===== src/rtl/pc_fetch.sv =====
// Instruction-fetch stage: PC register, imem req/ack handshake, IF/ID register,
// redirect draining, HALT detection and a one-entry skid for decode stalls.
module pc_fetch #(
    parameter logic [15:0] RESET_PC    = 16'h0000,
    parameter logic [3:0]  HALT_OPCODE = 4'hF
) (
    input  logic        clk,
    input  logic        rst,
    input  logic        branch2_idex,
    input  logic [15:0] branch_target,
    input  logic        putPCback,
    input  logic [15:0] execPCadded,
    input  logic        stall,
    output logic        imem_req,
    output logic [15:0] imem_addr,
    input  logic        imem_ack,
    input  logic [15:0] imem_rdata,
    output logic [15:0] instr_ifid,
    output logic [15:0] pc_added_ifid,
    output logic        valid_ifid,
    output logic        halted
);

    localparam int unsigned W = 16;

    typedef enum logic [1:0] {
        S_FETCH = 2'd0,
        S_DRAIN = 2'd1,
        S_HALT  = 2'd2
    } state_t;

    state_t         state_q, state_d;
    logic [W-1:0]   pc_q, pc_d;
    logic [W-1:0]   pending_q, pending_d;
    logic           outstanding_q, outstanding_d;
    logic           skid_valid_q, skid_valid_d;
    logic [W-1:0]   skid_instr_q, skid_instr_d;
    logic [W-1:0]   skid_pc_q, skid_pc_d;
    logic [W-1:0]   instr_q, instr_d;
    logic [W-1:0]   pc_added_q, pc_added_d;
    logic           valid_q, valid_d;
    logic           halted_q, halted_d;

    logic           redirect;
    logic [W-1:0]   target;
    logic [W-1:0]   pc_inc;
    logic           req;
    logic           accept;

    assign redirect = putPCback | branch2_idex;
    assign target   = putPCback ? execPCadded : branch_target;
    assign pc_inc   = pc_q + W'(1);

    // Request is held through DRAIN; in FETCH a raised request survives a stall.
    assign req = !rst &&
                 (((state_q == S_FETCH) && !skid_valid_q && (!stall || outstanding_q)) ||
                  (state_q == S_DRAIN));
    assign accept = (state_q == S_FETCH) && req && imem_ack;

    always_comb begin
        state_d       = state_q;
        pc_d          = pc_q;
        pending_d     = pending_q;
        outstanding_d = req && !imem_ack;
        skid_valid_d  = skid_valid_q;
        skid_instr_d  = skid_instr_q;
        skid_pc_d     = skid_pc_q;
        instr_d       = instr_q;
        pc_added_d    = pc_added_q;
        valid_d       = valid_q;

        case (state_q)
            S_FETCH: begin
                if (redirect) begin
                    valid_d      = 1'b0;
                    skid_valid_d = 1'b0;
                    if (!outstanding_q || imem_ack) begin
                        pc_d          = target;
                        outstanding_d = 1'b0;
                    end else begin
                        pending_d = target;
                        state_d   = S_DRAIN;
                    end
                end else if (accept) begin
                    if (!stall) begin
                        instr_d    = imem_rdata;
                        pc_added_d = pc_inc;
                        valid_d    = 1'b1;
                    end else begin
                        skid_instr_d = imem_rdata;
                        skid_pc_d    = pc_inc;
                        skid_valid_d = 1'b1;
                    end
                    pc_d = pc_inc;
                    if (imem_rdata[15:12] == HALT_OPCODE) begin
                        state_d = S_HALT;
                    end
                end else if (!stall) begin
                    if (skid_valid_q) begin
                        instr_d      = skid_instr_q;
                        pc_added_d   = skid_pc_q;
                        valid_d      = 1'b1;
                        skid_valid_d = 1'b0;
                    end else begin
                        valid_d = 1'b0;
                    end
                end
            end
            S_DRAIN: begin
                valid_d = 1'b0;
                if (redirect) begin
                    pending_d = target;
                end
                if (imem_ack) begin
                    pc_d    = redirect ? target : pending_q;
                    state_d = S_FETCH;
                end
            end
            S_HALT: begin
                outstanding_d = 1'b0;
                if (redirect) begin
                    pc_d         = target;
                    valid_d      = 1'b0;
                    skid_valid_d = 1'b0;
                    state_d      = S_FETCH;
                end else if (!stall) begin
                    // A HALT word captured under stall still drains to decode.
                    if (skid_valid_q) begin
                        instr_d      = skid_instr_q;
                        pc_added_d   = skid_pc_q;
                        valid_d      = 1'b1;
                        skid_valid_d = 1'b0;
                    end else begin
                        valid_d = 1'b0;
                    end
                end
            end
            default: begin
                state_d = S_FETCH;
            end
        endcase

        halted_d = (state_d == S_HALT);
    end

    always_ff @(posedge clk) begin
        if (rst) begin
            state_q       <= S_FETCH;
            pc_q          <= RESET_PC;
            pending_q     <= '0;
            outstanding_q <= 1'b0;
            skid_valid_q  <= 1'b0;
            skid_instr_q  <= '0;
            skid_pc_q     <= '0;
            instr_q       <= '0;
            pc_added_q    <= '0;
            valid_q       <= 1'b0;
            halted_q      <= 1'b0;
        end else begin
            state_q       <= state_d;
            pc_q          <= pc_d;
            pending_q     <= pending_d;
            outstanding_q <= outstanding_d;
            skid_valid_q  <= skid_valid_d;
            skid_instr_q  <= skid_instr_d;
            skid_pc_q     <= skid_pc_d;
            instr_q       <= instr_d;
            pc_added_q    <= pc_added_d;
            valid_q       <= valid_d;
            halted_q      <= halted_d;
        end
    end

    assign imem_req      = req;
    assign imem_addr     = pc_q;
    assign instr_ifid    = instr_q;
    assign pc_added_ifid = pc_added_q;
    assign valid_ifid    = valid_q;
    assign halted        = halted_q;

endmodule

===== config.mk =====
export PLATFORM = sky130hd
export DESIGN_NAME = pc_fetch
export DESIGN_NICKNAME = d
export VERILOG_FILES = /design/src/rtl/pc_fetch.sv
export SDC_FILE = /design/constraint.sdc
export NUM_CORES = 1
export LEC_CHECK = 0
export BUFFER_PORTS_ARGS = -buffer_cell sky130_fd_sc_hd__buf_2
export CAP_MARGIN = 40
export CORE_ASPECT_RATIO = 1.25
export CORE_MARGIN = 1
export CORE_UTILIZATION = 40
export CTS_CLUSTER_DIAMETER = 80
export DETAILED_ROUTE_END_ITERATION = 7
export PLACE_DENSITY = 0.57
export SYNTH_ARGS = -nofsm -noshare
export SYNTH_HDL_FRONTEND = slang
export SYNTH_SLANG_ARGS = --single-unit
export TNS_END_PERCENT = 10

===== constraint.sdc =====
create_clock -name clk -period 3.55 [get_ports clk]
set_input_delay 0.1775 -clock clk [delete_from_list [all_inputs] [get_ports clk]]
set_output_delay 0.1775 -clock clk [all_outputs]
set_load 0.05 [all_outputs]

==> results.md, run 1 <==
- The instance count of the mapped netlist is approximately 690.
- The data required time at the worst endpoint is between 3000 and 4000 ps.
- The via count of the first global-routing pass is between 5,000 and 6,000.
- The clock input transition at the sequential cells of the worst setup and hold paths is 70 ps.
- In this run the critical register-to-register path is launched from state_q[0].
- In the final timing run, aggregate negative setup slack is 0 ps.
- The kind of launch point of the worst setup path is a flip-flop.
- The wire length of the first global-routing pass is ~26,000 µm.
- The number of synthesized register bits is between 100 and 150.
- The capturing point of the worst reg2reg path is instr_ifid[1].
- The clock reaches the later pin of the worst-skew pair after about 350 ps.
- The area growth from synthesis to layout is 14.8%.
- In the finished design, the share of the clock period the worst path needs comes to 74.6%.
- The worst hold path belongs to the class input pin to flip-flop.
- The final antenna-violating net count is 0.
- The number of nets in the synthesized netlist is 746.
- By area the synthesized netlist is led by dfxtp_1 36%, mux2i_1 7.2%, a211oi_1 6.1%.
- In the routed layout, each cell is associated on average with a via count of 5.70.
- The power per cell area is about 420 mW/mm².
- In this run the worst path has a maximum fanout of 17.
- Across the VDD grid, the largest voltage drop is 0.000190 V.
- For the finished layout, the period the worst path requires is ~2600 ps.
- The share of cells above drive strength 1 is roughly 22%.
- The leakage dissipation is 2.63 nW.
- The post-synthesis average cell area is 8.31 µm².
- The largest stage delay on the critical path is approximately 440 ps.
- Clock tree synthesis found a total of between 100 and 150 sinks.
- Detailed placement ended at an HPWL of about 11,000 µm.
- For this block, the via count after detailed routing is 5,345.
- The count of different cell masters after synthesis is between 70 and 80.
- The number of gates resized after CTS is 0.
- The final number of setup-violating endpoints is 0.
- The worst hold endpoint is skid_instr_q[7].
- The maximum achievable frequency is around 0.38 GHz.
- TritonCTS built the clock tree.
- For the worst flop-to-flop path, the logic depth is 7.
- In the routed design, unresolved DRC markers number 0.
- The share of synthesized area in the top cell type comes to about 36%.
- The summed instance area of the synthesized netlist is approximately 0.0057 mm².
- The depth of the CTS H-tree is 3.
- For this run, the number of Yosys warnings is 0.
- The overall die height is ~140 µm.
- The cell depth of the worst hold path is 3.
- The floorplan has 48 rows.
- The placer's final routability congestion estimate is approximately 0.79.
- The initial antenna violation count is 0.
- The number of buffers added by the clock tree synthesis step is 9.
- The global-route usage over all layers is about 22%.
- The I/O pin total is approximately 110.
- The data arrival time at the worst-slack endpoint is 2840 ps.
- The startpoint-to-endpoint class of the critical path is flip-flop to flip-flop.
- For this run, the leading register cell type out of synthesis is dfxtp_1.
- Clock tree synthesis selected as its root buffer the cell clkbuf_16.
- The initial cell density of the core is 41.1%.
- The repair_antennas step left the layout with diodes totalling 0.
- The count of fill cells added during filler insertion is about 1,400.
- Dividing the detail-routed wire length by the instance count gives roughly 17 µm.
- dfxtp_1 is the most common cell in the netlist.
- The DRC violation total after the first TritonRoute iteration is roughly 330.
- Of all flip-flops after synthesis, the portion carrying an async set or reset was 0%.
- Across the run, the number of max-cap violations was 0.
- In this run the horizontal extent of the chip is 109 µm.
- The family with the most delay on the worst path is compound AO/OA/AOI/OAI gates.
- The flow ran to the end, and the final reports show no timing, DRC or antenna violations.
- The die area is about 0.015 mm².
- The dominant cell type by area after synthesis is dfxtp_1.
- The number of nets at the end of the flow is between 800 and 900.
- Cells fill 47.2% of the core in the end.
- The count of endpoints failing hold in the final timing report is 0.
- On the final layout, the worst clock skew is 5.73 ps.
- The pre-antenna-repair detailed-routing pass consisted of 5 iterations.
- The sort of element at the end of the critical path is a flip-flop.
- The clock passes through at most 2 buffers.
- The count of port buffers added during placement is 104.
- Registers take 0.00204 mm².
- The share of the Yosys chip area taken by registers is between 30% and 40%.
- Entering global routing, the biggest net connects 53 pins.
- In this run the post-CTS setup repair buffer count came out at 0.
- Traced cell by cell, the critical path runs through inv_1 > ha_1 > a31oi_4 > nand2b_2 > buf_4 > mux2i_1 > a211oi_1.
- The number of buffers and inverters on the critical path is 2.
- The internal reg-to-reg setup slack is about 900 ps.
- The number of enable flip-flop cells after synthesis is 0.
- The total area inside the core boundary comes to 0.0139 mm².
- The start point of the worst min-delay path is imem_rdata[7].
- The worst-case headroom to the max-slew limit is between 40% and 50%.
- Wires add up to roughly 16,000 µm.
- The area taken by multi-input logic gates is ~0.0033 mm².
- The slew at the pin closest to its max-slew limit is between 800 and 900 ps.
- Setup repair after global routing left no endpoint under its margin.
- The number of pins exceeding their max-slew limit in the final report is 0.
- In this run, post-CTS hold repair placed 0 buffers.
- Global routing finished with a remaining overflow of 0.
- Ranked by instance count, the synthesized netlist is headed by 102 x dfxtp_1, 75 x nor2_1, 68 x nand2_1, 46 x a211oi_1, 41 x mux2i_1.
- The master of the slowest instance on the critical path is a31oi_4.
worst min-delay path, stage by stage:
cell     delay, ps
buf_2          110
nand2_1         50
a21oi_1         50
cell families after synthesis:
logic type / Yosys count / synth area share (%)
buffers and inverters: 76 / 6.93
DFF: 102 / 35.8
and+or+nand+nor: 245 / 21.2
AOI/OAI and AO/OA: 190 / 23.1
adders and majority gates: 6 / 1.32
xor gates and xnor gates: 14 / 2.15
muxes: 53 / 9.57
through the flow:
| stage | power, mW | cells | setup slack, ps | hold WS (ps) | area, µm² |
|---|---|---|---|---|---|
| 5_1_grt | 2.83 | 937 | 701 | 80.1 | 6550 |
| 3_3_place_gp | 1.66 | 920 | 1060 | 430 | 6220 |
| 2_1_floorplan | 1.55 | 686 | 1240 | 268 | 5700 |
| 4_1_cts | 2.74 | 937 | 932 | 59.9 | 6550 |
| 3_5_place_dp | 1.67 | 921 | 943 | 436 | 6230 |
| 6_report | 2.72 | 937 | 902 | 70.6 | 6550 |
per-layer routing:
metal | track usage (%) | wire, µm | up-vias
met5 | 0 | 0 | -
met4 | 9.38 | 361 | 0
met3 | 3.51 | 799 | 22
li1 | - | - | 2625
met2 | 37.5 | 7500 | 178
met1 | 27.7 | 7000 | 2520
layout by cell type (no fill, tap or decap), drive strengths merged, types with 11 or more instances in the layout:
cell and count:
nor3 12, clkbuf 13, a211oi 46, buf 119
o21ai 35, inv 17, mux2 12, nor2b 11
dfxtp 102, nand2b 26, nor2 76, mux2i 41
nand3 17, nand2 68, a21oi 41
state kept, by name, summed over array words and instances (netlist names):
register and flops:
skid_valid_q 1, valid_ifid 1, skid_pc_q 16, instr_ifid 16, imem_addr 16, pc_added_ifid 16
pending_q 16, outstanding_q 1, state_q 2, skid_instr_q 16, halted 1
cell type report:
type,instances,area share (%)
clock buffers,13,3.82
clock inverters,3,1.03
inverters,17,0.975
multi-input cells,508,50.0
flip-flops and latches,102,31.2
well taps,175,3.34
repair buffers,119,9.67
worst max-delay path by stage:
stage / start / endpoint / slack [ps] / cells after the start
after global routing: state_q[0] / instr_ifid[1] / 700 / 7
after CTS: state_q[0] / instr_ifid[1] / 930 / 7
after detailed placement: state_q[0] / instr_ifid[8] / 940 / 7
after floorplan: imem_addr[0] / pc_added_ifid[12] / 1240 / 6
final: state_q[0] / instr_ifid[1] / 900 / 7
after global placement: state_q[0] / instr_ifid[0] / 1060 / 7
power breakdown:
| part | total [mW] | internal, mW | switching (mW) |
|---|---|---|---|
| clock | 1.08 | 0.639 | 0.438 |
| sequential | 1.22 | 1.18 | 0.0446 |
| combinational | 0.426 | 0.141 | 0.285 |
| total | 2.72 | 1.96 | 0.768 |
(Power assumes the default switching activity.)
==> run 2, diff against run 1 <==
--- a/config.mk
+++ b/config.mk
@@ -12,7 +12,7 @@
 export CORE_UTILIZATION = 40
 export CTS_CLUSTER_DIAMETER = 80
 export DETAILED_ROUTE_END_ITERATION = 7
-export PLACE_DENSITY = 0.57
+export PLACE_DENSITY = 0.59
 export SYNTH_ARGS = -nofsm -noshare
 export SYNTH_HDL_FRONTEND = slang
 export SYNTH_SLANG_ARGS = --single-unit
==> constraint.sdc (replaced) <==
create_clock -name clk -period 2.1 [get_ports clk]
set_input_delay 0.105 -clock clk [delete_from_list [all_inputs] [get_ports clk]]
set_output_delay 0.105 -clock clk [all_outputs]
set_load 0.05 [all_outputs]
==> results.md, run 2 (same netlist as run 1, synthesis figures left out) <==
- Entering global routing, the biggest net connects 95 pins.
- The run finished with clean final reports.
- The highest fanout seen on the critical path is 13.
- In the global route stage, overall resource usage came out at approximately 22%.
- Clock latency on the worst-skew pair, taken at its later pin, is approximately 360 ps.
- Counting instances, the worst hold path has a depth of 3.
- The top cell types in the final layout, fill and taps aside, are 104 x buf_2, 99 x dfxtp_1, 74 x nor2_1, 68 x nand2_1, 51 x buf_4.
- The most common cell after layout, fill and taps aside is buf_2.
- The path category of the worst min-delay check is input pin to flip-flop.
- For the pin with the worst max-slew slack, the measured transition is roughly 590 ps.
- The leakage dissipation is slightly below 3 nW.
- The final clock skew is roughly 8.7 ps.
- The count of fill cells added during filler insertion is between 1,000 and 1,500.
- The tool flagged a number of max-cap violations equal to 0.
- The placer's final routability congestion estimate is about 0.9.
- The clock input transition at the sequential cells of the worst setup and hold paths is 70 ps.
- 0 antenna diodes ended up in the layout.
- For this design, the sink count on the clock tree is approximately 100.
- For this block, the initial DRC count from the detailed router was between 150 and 200.
- The count of placed standard cells including taps is 964.
- The via count of the first global-routing pass is around 5,200.
- The initialized floorplan defines between 40 and 50 standard-cell rows.
- The final antenna-violating net count is 0.
- After the last flow step, the layout net total stands at slightly below 900.
- The worst path meets setup with between 70 and 80 ps of slack.
- Counting I/O delays and the setup requirement, the final critical path takes a little over 2000 ps.
- The post-CTS setup buffer count is 0.
- The die covers ~0.015 mm².
- During placement, the flow inserted port buffers numbering roughly 100.
- After detailed routing, the number of vias per cell comes to between 5 and 6.
- Once detailed placement completed, the half-perimeter wirelength came to 11,500 µm.
- The sort of element at the end of the critical path is a flip-flop.
- Once the floorplan was initialized, standard cells occupied 41.1% of the core.
- The number of vias in the routed layout is about 5,400.
- The data required time at the worst endpoint is ~2400 ps.
- For the worst flop-to-flop path, the logic depth is 8.
- TritonCTS built the clock tree.
- The worst register-to-register path begins at state_q[0].
- The iteration count of the initial detailed-routing pass is 5.
- The overall die height is 136 µm.
- The number of pins exceeding their max-slew limit in the final report is 0.
- The share of cells above drive strength 1 is a little over a quarter.
- TritonCTS created 9 clock buffers.
- In this run the horizontal extent of the chip is around 110 µm.
- The power per cell area is slightly below 700 mW/mm².
- Dividing the detail-routed wire length by the instance count gives around 16 µm.
- The clock passes through at most 2 buffers.
- The capturing point of the worst reg2reg path is imem_addr[2].
- The final cycle utilization of the critical path is between 90% and 100%.
- The initial antenna violation count is 0.
- The remaining design rule violation count is 0.
- Clock tree synthesis selected as its root buffer the cell clkbuf_16.
- By startpoint and endpoint, the worst setup path is classified as flip-flop to flip-flop.
- The maximum achievable frequency is a little under 0.5 GHz.
- After routing, the total negative slack on setup checks comes to 0 ps.
- The data arrival time at the worst-slack endpoint is 2280 ps.
- During I/O placement, the number of pins put on the boundary was between 100 and 150.
- The start point of the worst min-delay path is imem_rdata[0].
- Compared with the post-synthesis result, the final layout area differs by 24.9%.
- Setup repair after global routing could not meet its margin everywhere.
- The worst hold endpoint is skid_instr_q[0].
- The H-tree generated during clock tree synthesis spans 3 levels.
- The first global-routing pass estimated 25,800 µm of wire.
- In this run the tightest slew margin relative to its limit is 60.7%.
- The number of non-filler instances in the completed layout is around 1,000.
- After global routing the overflow that remains totals 0.
- The total power is roughly 4.8 mW.
- The wire length reported by the detailed router is 15,700 µm.
- Setup violations remaining at the end of the flow were counted as 0.
- The count of endpoints failing hold in the final timing report is 0.
- The kind of launch point of the worst setup path is a flip-flop.
- The internal reg-to-reg setup slack is between 70 and 80 ps.
- The worst slack at placement is between 30 and 40 ps.
- Hold is met by 9.55 ps.
- The peak supply drop is 0.000460 V.
- The area of the core is between 0.01 and 0.015 mm².
run 2: per-layer routing:
metal | global-route usage, % | vias up | share of wire, %
li1 | - | 2724 | -
met1 | 26.8 | 2535 | 44
met2 | 39.0 | 132 | 50
met3 | 3.61 | 25 | 4.2
met4 | 9.08 | 0 | 2.1
met5 | 0 | - | 0
run 2: how the worst max path moves through the flow:
stage | from | end | slack [ps] | cells after the start
final | state_q[0] | imem_addr[2] | 80 | 8
after global routing | state_q[0] | imem_addr[2] | -60 | 8
after floorplan | imem_addr[0] | pc_added_ifid[12] | 20 | 6
after CTS | state_q[0] | skid_instr_q[5] | 100 | 8
after global placement | state_q[0] | imem_addr[2] | 150 | 6
after detailed placement | state_q[0] | skid_pc_q[15] | 30 | 8
run 2: cell type report:
class	count	area (µm²)	area share, %
flip-flops and latches	102	2050	28.7
multi-input cells	508	3290	46.2
inverters	17	63.8	0.896
clock inverters	5	108	1.51
repair buffers	173	1150	16.2
clock buffers	10	239	3.36
well taps	175	219	3.07
run 2: power by group:
part           internal, mW  switching [mW]
logic                 0.312           0.529
registers              1.99          0.0456
clock network          1.20           0.760
total                  3.50            1.33
run 2: worst max-delay path, cell delays in order, from the launching register on:
cell and delay, ps:
dfxtp_1 310, buf_4 140, ha_1 270, nor2b_1 160
a21oi_1 230, nor2b_1 170, buf_4 200, o211ai_1 140
a221oi_2 300
run 2: metrics by stage:
step,area (µm²),util (%)
5_1_grt,7120,51.3
3_5_place_dp,6640,47.9
4_1_cts,7100,51.2
2_1_floorplan,5710,-
3_3_place_gp,6640,47.9
6_report,7120,51.3
run 2: repair_timing:
action,in CTS,in global routing
hold buffers,11,0
gates cloned,0,0
setup endpoints to repair,1,13
pin swaps,0,1
hold endpoints to repair,11,0
gates resized for setup,1,4
